==> src/rtl/corefifo_pkg.sv <==
// Shared pointer helpers for the CoreFIFO read- and write-side controllers.
// Helpers work on a wide pointer type; callers size-cast to their own pointer width.
package corefifo_pkg;

    localparam int MAX_PTRW = 32;

    typedef logic [MAX_PTRW-1:0] ptr_t;

    // Pointers carry one extra wrap bit above the RAM address.
    function automatic int ptr_width(input int addr_width);
        return addr_width + 1;
    endfunction

    function automatic ptr_t bin2gray(input ptr_t b);
        return b ^ (b >> 1);
    endfunction

    // Zero-extended Gray input decodes correctly, because leading zeros leave the prefix XOR unchanged.
    function automatic ptr_t gray2bin(input ptr_t g);
        ptr_t b;
        b[MAX_PTRW-1] = g[MAX_PTRW-1];
        for (int i = MAX_PTRW - 2; i >= 0; i--) begin
            b[i] = b[i+1] ^ g[i];
        end
        return b;
    endfunction

    // Occupancy from the two pointers, modulo 2**ptrw.
    function automatic ptr_t ptr_level(input ptr_t wbin, input ptr_t rbin, input int ptrw);
        ptr_t mask;
        mask = (ptr_t'(1) << ptrw) - ptr_t'(1);
        return (wbin - rbin) & mask;
    endfunction

endpackage

==> src/rtl/corefifo_rd_ptr_ctrl.sv <==
// Read-domain pointer controller of the dual-clock CoreFIFO: Gray read pointer,
// RAM read address/enable, and registered empty / almost-empty / level / underflow flags.
module corefifo_rd_ptr_ctrl
    import corefifo_pkg::*;
#(
    parameter int ADDRWIDTH = 3,
    parameter int AE_THRESH = 1
) (
    input  logic                 clk,
    input  logic                 rstn,
    input  logic                 re,
    input  logic [ADDRWIDTH:0]   wptr_gray_sync,
    output logic [ADDRWIDTH:0]   rptr_gray,
    output logic [ADDRWIDTH-1:0] raddr,
    output logic                 ren_mem,
    output logic                 dvld,
    output logic                 empty,
    output logic                 aempty,
    output logic [ADDRWIDTH:0]   rd_cnt,
    output logic                 underflow
);

    localparam int PTRW = ptr_width(ADDRWIDTH);
    localparam logic [PTRW-1:0] AE_LIMIT = PTRW'(AE_THRESH);

    logic [PTRW-1:0] rbin_reg;
    logic [PTRW-1:0] rbin_next;
    logic [PTRW-1:0] rgray_next;
    logic [PTRW-1:0] wbin;
    logic [PTRW-1:0] level_next;
    logic            accept;

    // Flags are computed from the next read pointer, so the last read closes availability on the same edge.
    always_comb begin
        wbin       = PTRW'(gray2bin(ptr_t'(wptr_gray_sync)));
        accept     = re & ~empty;
        rbin_next  = rbin_reg + PTRW'(accept);
        rgray_next = PTRW'(bin2gray(ptr_t'(rbin_next)));
        level_next = PTRW'(ptr_level(ptr_t'(wbin), ptr_t'(rbin_next), PTRW));
    end

    assign ren_mem = accept;
    assign raddr   = rbin_reg[ADDRWIDTH-1:0];

    // rptr_gray must come straight from a flop: the write domain samples it asynchronously.
    always_ff @(posedge clk or negedge rstn) begin
        if (!rstn) begin
            rbin_reg  <= '0;
            rptr_gray <= '0;
            empty     <= 1'b1;
            aempty    <= 1'b1;
            rd_cnt    <= '0;
            dvld      <= 1'b0;
            underflow <= 1'b0;
        end else begin
            rbin_reg  <= rbin_next;
            rptr_gray <= rgray_next;
            empty     <= (rgray_next == wptr_gray_sync);
            aempty    <= (level_next <= AE_LIMIT);
            rd_cnt    <= level_next;
            dvld      <= accept;
            underflow <= re & empty;
        end
    end

endmodule

==> config.mk <==
export PLATFORM = sky130hd
export DESIGN_NAME = corefifo_rd_ptr_ctrl
export DESIGN_NICKNAME = d
export VERILOG_FILES = /design/src/rtl/corefifo_pkg.sv /design/src/rtl/corefifo_rd_ptr_ctrl.sv
export SDC_FILE = /design/constraint.sdc
export NUM_CORES = 1
export LEC_CHECK = 0
export ABC_CLOCK_PERIOD_IN_PS = 3230
export CORE_UTILIZATION = 44
export DETAILED_ROUTE_END_ITERATION = 10
export GPL_TIMING_DRIVEN = 0
export PLACE_DENSITY = 0.76
export SLEW_MARGIN = 40
export SYNTH_ARGS = -nofsm -noshare
export SYNTH_HDL_FRONTEND = slang
export SYNTH_SLANG_ARGS = --single-unit
==> constraint.sdc <==
create_clock -name clk -period 3.23 [get_ports clk]
set_input_delay 0.323 -clock clk [delete_from_list [all_inputs] [get_ports clk]]
set_output_delay 0.323 -clock clk [all_outputs]
set_load 0.03 [all_outputs]
Word level (Yosys, flattened, before mapping)
Cells that the tools add are included.

$add $sub $neg: 2. Multipliers: 0. Div/mod/pow operators: 0. Order comparisons: 1. Equal/unequal tests: 1. Shifts and indexed selects: 0. Mux-type cells: 0. Bitwise operators: 7. Reductions and logical operators: 0.

Operators by type and width (number): 4-bit by 1-bit adder with 4-bit output (1); 4-bit equality test (1); 4-bit by 1-bit <= comparator with 1-bit output, second input constant (1); 4-bit subtractor (1); 4-bit by 3-bit XOR with 4-bit output (1); 1-bit XOR (3); 1-bit bitwise AND (2); 1-bit inverter (1).

Bits in registers: 16. Bits in latches: 0. Memory bits (writable): 0. ROM bits: 0. Input bits: 7. Logic and storage cells: 18. Memories kept: 0.

Logic depth before layout (Yosys ltp)
Gate-level depths: netlist of the first run.

Depth after elaboration: 5. Depth in mapped cells: 10.

Least setup slack after synthesis of the first run
OpenSTA, ideal clock, no wires.

Path type: reg2reg. From: reg empty. To: reg aempty. Arrival time: 2.855 ns. Data required time: 3.148 ns. Path slack: 0.293 ns. Stages on the path, launching flop included: 11. Buffers on the path: 0. Period minus slack after synthesis: 2.937 ns. Path through: dfstp_2 > nor2b_1 > ha_1 > ha_1 > xor2_1 > inv_1 > ha_1 > or3b_2 > o311ai_4 > xnor2_1 > nor3_2.

Longest elaborated chain between the ends: 5.

Ends and longest elaborated chain: from (decl) (RTL line corefifo_rd_ptr_ctrl.sv:17) `output logic empty,`; from (signal assigned) (RTL line corefifo_rd_ptr_ctrl.sv:58) `empty <= (rgray_next == wptr_gray_sync);`; 1-bit inverter (RTL line corefifo_rd_ptr_ctrl.sv:36) `accept = re & ~empty;`; 1-bit bitwise AND (RTL line corefifo_rd_ptr_ctrl.sv:36); net ren_mem (RTL line corefifo_rd_ptr_ctrl.sv:15) `output logic ren_mem,`; 4-bit by 1-bit adder with 4-bit output (RTL line corefifo_rd_ptr_ctrl.sv:37) `rbin_next = rbin_reg + PTRW'(accept);`; net rbin_next[2] (RTL line corefifo_rd_ptr_ctrl.sv:27) `logic [PTRW-1:0] rbin_next;`; 4-bit subtractor (RTL line corefifo_pkg.sv:32) `return (wbin - rbin) & mask;`; net level_next[3] (RTL line corefifo_rd_ptr_ctrl.sv:30) `logic [PTRW-1:0] level_next;`; 4-bit by 1-bit <= comparator with 1-bit output (RTL line corefifo_rd_ptr_ctrl.sv:59) `aempty <= (level_next <= AE_LIMIT);`; to (signal assigned) (RTL line corefifo_rd_ptr_ctrl.sv:59); to (decl) (RTL line corefifo_rd_ptr_ctrl.sv:18) `output logic aempty,`.

The timed path passes the listed nets, and every way through them passes these cells.

Worst setup path in the final report of the first run
From: in re. To: reg aempty.

Longest elaborated chain between the ends: 4.

Ends and longest elaborated chain: from (decl) (RTL line corefifo_rd_ptr_ctrl.sv:11) `input logic re,`; 1-bit bitwise AND (RTL line corefifo_rd_ptr_ctrl.sv:36); 4-bit by 1-bit adder with 4-bit output (RTL line corefifo_rd_ptr_ctrl.sv:37); net rbin_next[2] (RTL line corefifo_rd_ptr_ctrl.sv:27); 4-bit subtractor (RTL line corefifo_pkg.sv:32); net level_next[3] (RTL line corefifo_rd_ptr_ctrl.sv:30); 4-bit by 1-bit <= comparator with 1-bit output (RTL line corefifo_rd_ptr_ctrl.sv:59).

The timed path passes the listed nets, and every way through them passes these cells.

==> impl_metrics.csv, run 1 <==
group,metric,value,unit
grt,antenna_found_initial,0,
sta,finalSetupViolCount,0,
floorplan,die_area,1840,um2
yosys,synth_nets,66,
yosys,synth-simple-area-share,0.0733,
detailed_routing,vias,466,
status,outcome,"complete, no violations",
floorplan,dieWidth,42.9,um
sta,rsz0062_at_grt,"no",
critical_path,crit_path_end_kind,"flop",
critical_path,critPathKind,"in2reg",
sta,holdWs,0.436,ns
placed_design,pre_cts_ws,0.129,ns
sta,max_freq,356,MHz
critical_path,cp_max_fo,4,
sta,post-route-period-util,0.871,
yosys,ys_seq_elements,15,
clock_tree,htree_levels,1,
final_layout,drive_gt1_frac,0.113,
critical_path,worstPathRequired,3.44,ns
final_layout,fin_cells,96,
grt,gr-total-overflow,0,
grt,first_global_vias,455,
yosys,synth_cell_type_count,19,
yosys,synth_seq_area_share,0.514,
detailed_routing,drc_errors,0,
yosys,synth-compound-area-share,0.0664,
yosys,synth_top_cell_by_area,"dfrtp_1",
clock_tree,cts_buffer_depth,2,
grt,grt_pass1_wl,2020,um
clock_tree,cts_tree,"done",
detailed_routing,via_per_inst,4.85,
yosys,synth_common_cells,"13 x dfrtp_1, 9 x xor2_1, 5 x ha_1, 5 x inv_1, 5 x xnor2_1",
clock_tree,cts_resized,0,
grt,track_usage,0.153,
sta,worst_pin_slew,0.637,ns
sta,slew_viol_final,0,
yosys,syn_inst,54,
critical_path,arrival,3.02,ns
placed_design,hpwl,930,um
yosys,avgSynthCellArea,13.6,um2
grt,grt_max_degree,16,
yosys,synth_enable_flop_cells,0,
floorplan,initial_core_util,0.482,
detailed_routing,ant_nets,0,
flow_run,maxCapViolations,0,
yosys,synth.most_common_cell,"dfrtp_1",
final_layout,syn2layout_area_growth,36.3,%
yosys,synthXorXnorAreaFrac,0.230,
clock_tree,post_cts_buffers,0,
yosys,synthArstFlopShare,1.00,
sta,slew-limit-headroom,0.574,
floorplan,rows,14,
floorplan,die_h,42.9,um
clock_tree,clk_latency,0.27,ns
detailed_routing,drt_iter0_drc,3,
sta,setup_tns,0,ns
yosys,muxShareOfSynthArea,0,
clock_tree,postCtsHoldBufs,0,
placed_design,port-buffer-count,22,
yosys,synth_area,734,um2
yosys,synth_top_family_by_area,"XOR/XNOR gates",
yosys,yosys_warnings,0,
yosys,netlist.area_leader.share,0.443,
placed_design,numPlacedInstances,92,
detailed_routing,post_drt_wl_per_cell,12.1,um
sta,worst_slack,0.418,ns
detailed_routing,wl,1170,um
yosys,synthFlopType,"dfrtp_1",
floorplan,num_io_pins,23,
detailed_routing,drt_pre_antenna_iters,4,
hold_path,hp-class,"in2async",
sta,fin_skew,0.00240,ns
placed_design,place_congestion,0.731,
clock_tree,cts-buffers-inserted,3,
clock_tree,root_buffer,"clkbuf_4",
clock_tree,cts.sink_count,15,
final_layout,fin_nets,93,
sta,report.final.hold_viol_count,0,
sta,min_period,2.81,ns
floorplan,core,1520,um2
yosys,synth_fa_ha_area_frac,0.0852,
yosys,synthTopCellsByArea,"dfrtp_1 44%, xor2_1 11%, ha_1 8.5%, dfstp_2 7.2%, xnor2_1 6.0%",
critical_path,critPathLaunchType,"input port",
clock_tree,path_clk_slew,0.08,ns
final_layout,diodes,0,
==> layout by cell type (no fill, tap or decap) <==
| cell | netlist | layout |
|---|---|---|
| clkdlybuf4s50_1 | 0 | 22 |
| dfrtp_1 | 13 | 13 |
| xor2_1 | 9 | 9 |
| inv_1 | 5 | 5 |
| xnor2_1 | 5 | 5 |
| ha_1 | 5 | 5 |
| clkbuf_4 | 0 | 3 |
| clkbuf_1 | 1 | 2 |
| nand3_1 | 2 | 2 |
| and2_1 | 2 | 2 |
| dfstp_2 | 2 | 2 |
| nor2b_1 | 1 | 1 |
| xnor3_2 | 1 | 1 |
| o21bai_1 | 1 | 1 |
| a21boi_0 | 1 | 1 |
| xnor3_1 | 1 | 1 |
| or3b_2 | 1 | 1 |
| o311ai_4 | 1 | 1 |
| or3_1 | 1 | 1 |
| a211oi_1 | 1 | 1 |
| nor3_2 | 1 | 1 |
==> final cells by class <==
type / instances / area [um2]
buffer: 1 / 3.75
clock buffer: 4 / 26.3
inverter: 5 / 18.8
multi-input combinational: 33 / 334
sequential: 15 / 378
timing repair buffer: 22 / 220
tap: 16 / 20.0
fill: 119 / 523
==> cells by family (layout without fill, tap and decap cells) <==
family,Yosys count,count (layout)
xor gates and xnor gates,16,16
DFF,15,15
and+or+nand+nor,8,8
buffers and inverters,6,32
adders and majority gates,5,5
AOI/OAI and AO/OA,4,4
==> worst paths after layout <==
kind                                 start                     end  slack (ns)  cells after the start
max                                     re        aempty$_DFF_PN1_        0.42                     11
min                                   rstn  rptr_gray[2]$_DFF_PN0_        0.44                      1
max reg2reg                empty$_DFF_PN1_        aempty$_DFF_PN1_        0.54                     10
min reg2reg                empty$_DFF_PN1_     underflow$_DFF_PN0_        0.54                      1
max in group asynchronous             rstn     rd_cnt[2]$_DFF_PN0_        2.38                      1
min in group clk           empty$_DFF_PN1_     underflow$_DFF_PN0_        0.54                      1
==> stage by stage <==
stage / cell area [um2] / utilization
after floorplan: 734 / -
after CTS: 1000 / 0.657
final: 1000 / 0.657
after global placement: 975 / 0.640
after global routing: 1000 / 0.657
after detailed placement: 975 / 0.640
==> worst max-delay path, stage by stage <==
cell and delay (ns):
clkdlybuf4s50_1 0.46, nor2b_1 0.22, ha_1 0.24, ha_1 0.21, xor2_1 0.34, inv_1 0.08
ha_1 0.30, or3b_2 0.47, o311ai_4 0.10, xnor2_1 0.20, nor3_2 0.06
==> layer usage <==
metal / wire length (um) / up-vias / GRT usage
met5: 0 / - / 0
met4: 0 / 0 / 0.0563
met3: 80 / 0 / 0.0766
met2: 573 / 18 / 0.236
met1: 512 / 221 / 0.182
li1: - / 227 / -
Power of run 1 is left out: the tool's default activity adds up to more than one toggle a clock period on the data nets, which glitch-free logic cannot reach.
==> run 2: changes to the inputs <==
- ABC_CLOCK_PERIOD_IN_PS: 3230 -> 2300
- CORE_ASPECT_RATIO: default -> 1.4
- CORE_UTILIZATION: 44 -> 30
- CTS_BUF_LIST: default -> sky130_fd_sc_hd__clkbuf_4 sky130_fd_sc_hd__clkbuf_8 sky130_fd_sc_hd__clkbuf_16
- PLACE_DENSITY: 0.76 -> default
- clock period: 3.23 -> 2.3 ns (I/O delays scaled with it)
==> impl_metrics.csv, run 2 (synthesized netlist as in run 1, its figures left out) <==
group,metric,value,unit
status,outcome,"complete, but fails checks",
status,failed_checks,"DRC",
detailed_routing,drt_pre_antenna_iters,6,
final_layout,drive_gt1_frac,0.225,
clock_tree,clk_latency,0.27,ns
grt,busiest_layer,"met2",
detailed_routing,drt_iter0_drc,7,
critical_path,crit_top_cell,"ha_4",
grt,met1_usage,0.137,
grt,antenna_found_initial,0,
grt,use_met2,0.196,
clock_tree,htree_levels,1,
placed_design,place_congestion,0.683,
floorplan,die_area,2650,um2
floorplan,num_io_pins,23,
clock_tree,cts.sink_count,15,
grt,gr-usage-met3,0,
sta,slew_viol_final,0,
critical_path,cp_max_fo,3,
sta,report.final.hold_viol_count,0,
critical_path,critPathSlowestCell,"dfstp_2",
grt,gr-total-overflow,0,
floorplan,die_h,60.5,um
grt,track_usage,0.115,
floorplan,dieWidth,43.8,um
detailed_routing,wl,1310,um
flow_run,maxCapViolations,0,
clock_tree,postCtsHoldBufs,0,
critical_path,crit_path_end_kind,"flop",
sta,fin_skew,0.00149,ns
hold_path,hp-class,"in2async",
clock_tree,cts_tree,"done",
critical_path,path_delay_family,"adder cells",
floorplan,rows,20,
sta,slew-limit-headroom,0.562,
sta,post-route-period-util,0.966,
final_layout,fin_nets,93,
grt,first_global_vias,477,
grt,grt_pass1_wl,2160,um
clock_tree,cts_buffer_depth,2,
detailed_routing,drc_errors,3,
critical_path,critPathLaunchType,"flop",
sta,max_freq,450,MHz
critical_path,arrival,2.42,ns
sta,min_period,2.22,ns
placed_design,hpwl,1040,um
clock_tree,cts-buffers-inserted,3,
detailed_routing,via_per_inst,4.63,
sta,finalSetupViolCount,0,
grt,grt_max_degree,16,
detailed_routing,vias,472,
sta,rsz0062_at_grt,"yes",
critical_path,critPathBufInv,1,
detailed_routing,post_drt_wl_per_cell,12.8,um
clock_tree,root_buffer,"clkbuf_4",
final_layout,fin_cells,102,
final_layout,mostFrequentLayoutCell,"clkdlybuf4s50_1",
clock_tree,path_clk_slew,0.08,ns
critical_path,path_cells,"nor2b_4, ha_4, ha_4, xor2_4, inv_2, ha_4, or3b_4, o311ai_4, xnor2_2, nor3_2",
floorplan,initial_core_util,0.326,
placed_design,numPlacedInstances,98,
final_layout,diodes,0,
placed_design,port-buffer-count,22,
critical_path,worstPathRequired,2.50,ns
detailed_routing,ant_nets,0,
critical_path,slowest_delay,0.56,ns
final_layout,syn2layout_area_growth,48.4,%
floorplan,core,2250,um2
final_layout,layout_common_cells,"22 x clkdlybuf4s50_1, 13 x dfrtp_1, 8 x xor2_1",
critical_path,critPathKind,"reg2reg",
sta,worst_pin_slew,0.655,ns
[run 2: worst register-to-register path, stage by stage, from the launching register on]
cell and delay [ns]:
dfstp_2 0.56, nor2b_4 0.05, ha_4 0.17, ha_4 0.18
xor2_4 0.18, inv_2 0.06, ha_4 0.26, or3b_4 0.38
o311ai_4 0.08, xnor2_2 0.11, nor3_2 0.12
[run 2: final cells by class]
class	instances	area (um2)
clock buffers	4	30.0
multi-input cells	33	408
well taps	22	27.5
inverters	5	18.8
repair buffers	23	228
flip-flops and latches	15	378
fillers	194	1160
[run 2: worst paths after layout]
| kind | from | to | slack (ns) | cells past startpoint |
|---|---|---|---|---|
| worst max-delay path | empty$_DFF_PN1_ | aempty$_DFF_PN1_ | 0.08 | 10 |
| worst min-delay path | rstn | rbin_reg[0]$_DFF_PN0_ | 0.35 | 1 |
| worst max register to register | empty$_DFF_PN1_ | aempty$_DFF_PN1_ | 0.08 | 10 |
| worst min register to register | rbin_reg[3]$_DFF_PN0_ | rbin_reg[3]$_DFF_PN0_ | 0.56 | 1 |
| max in group asynchronous | rstn | rd_cnt[1]$_DFF_PN0_ | 1.53 | 1 |
| min in group clk | re | dvld$_DFF_PN0_ | 0.55 | 2 |
[run 2: repair_timing]
action | CTS | global route
setup endpoints to repair | 2 | 2
buffers inserted | 1 | 0
hold endpoints to repair | 0 | 0
pin swaps | 0 | 1
gates resized for setup | 1 | 2
[run 2: metrics by stage]
| stage | hold WS (ns) | TNS [ns] | utilization | cell area, um2 | worst slack, ns |
|---|---|---|---|---|---|
| final | 0.354 | 0 | 0.484 | 1090 | 0.0771 |
| after global placement | 0.545 | -0.664 | 0.460 | 1040 | -0.283 |
| after floorplan | -0.0656 | -0.101 | - | 788 | -0.0659 |
| after global routing | 0.423 | -0.0279 | 0.484 | 1090 | -0.0279 |
| after CTS | 0.377 | 0 | 0.478 | 1080 | 0.0152 |
| after detailed placement | 0.555 | -0.678 | 0.460 | 1040 | -0.295 |
[run 2: per-layer routing]
layer  wire [um]  part of all wire  vias up
met2         676              0.52       17
met1         528              0.40      225
met3          56             0.043        4
met5           0                 0        -
li1            -                 -      226
met4          48             0.037        0
Power of run 2 is left out for the same reason.
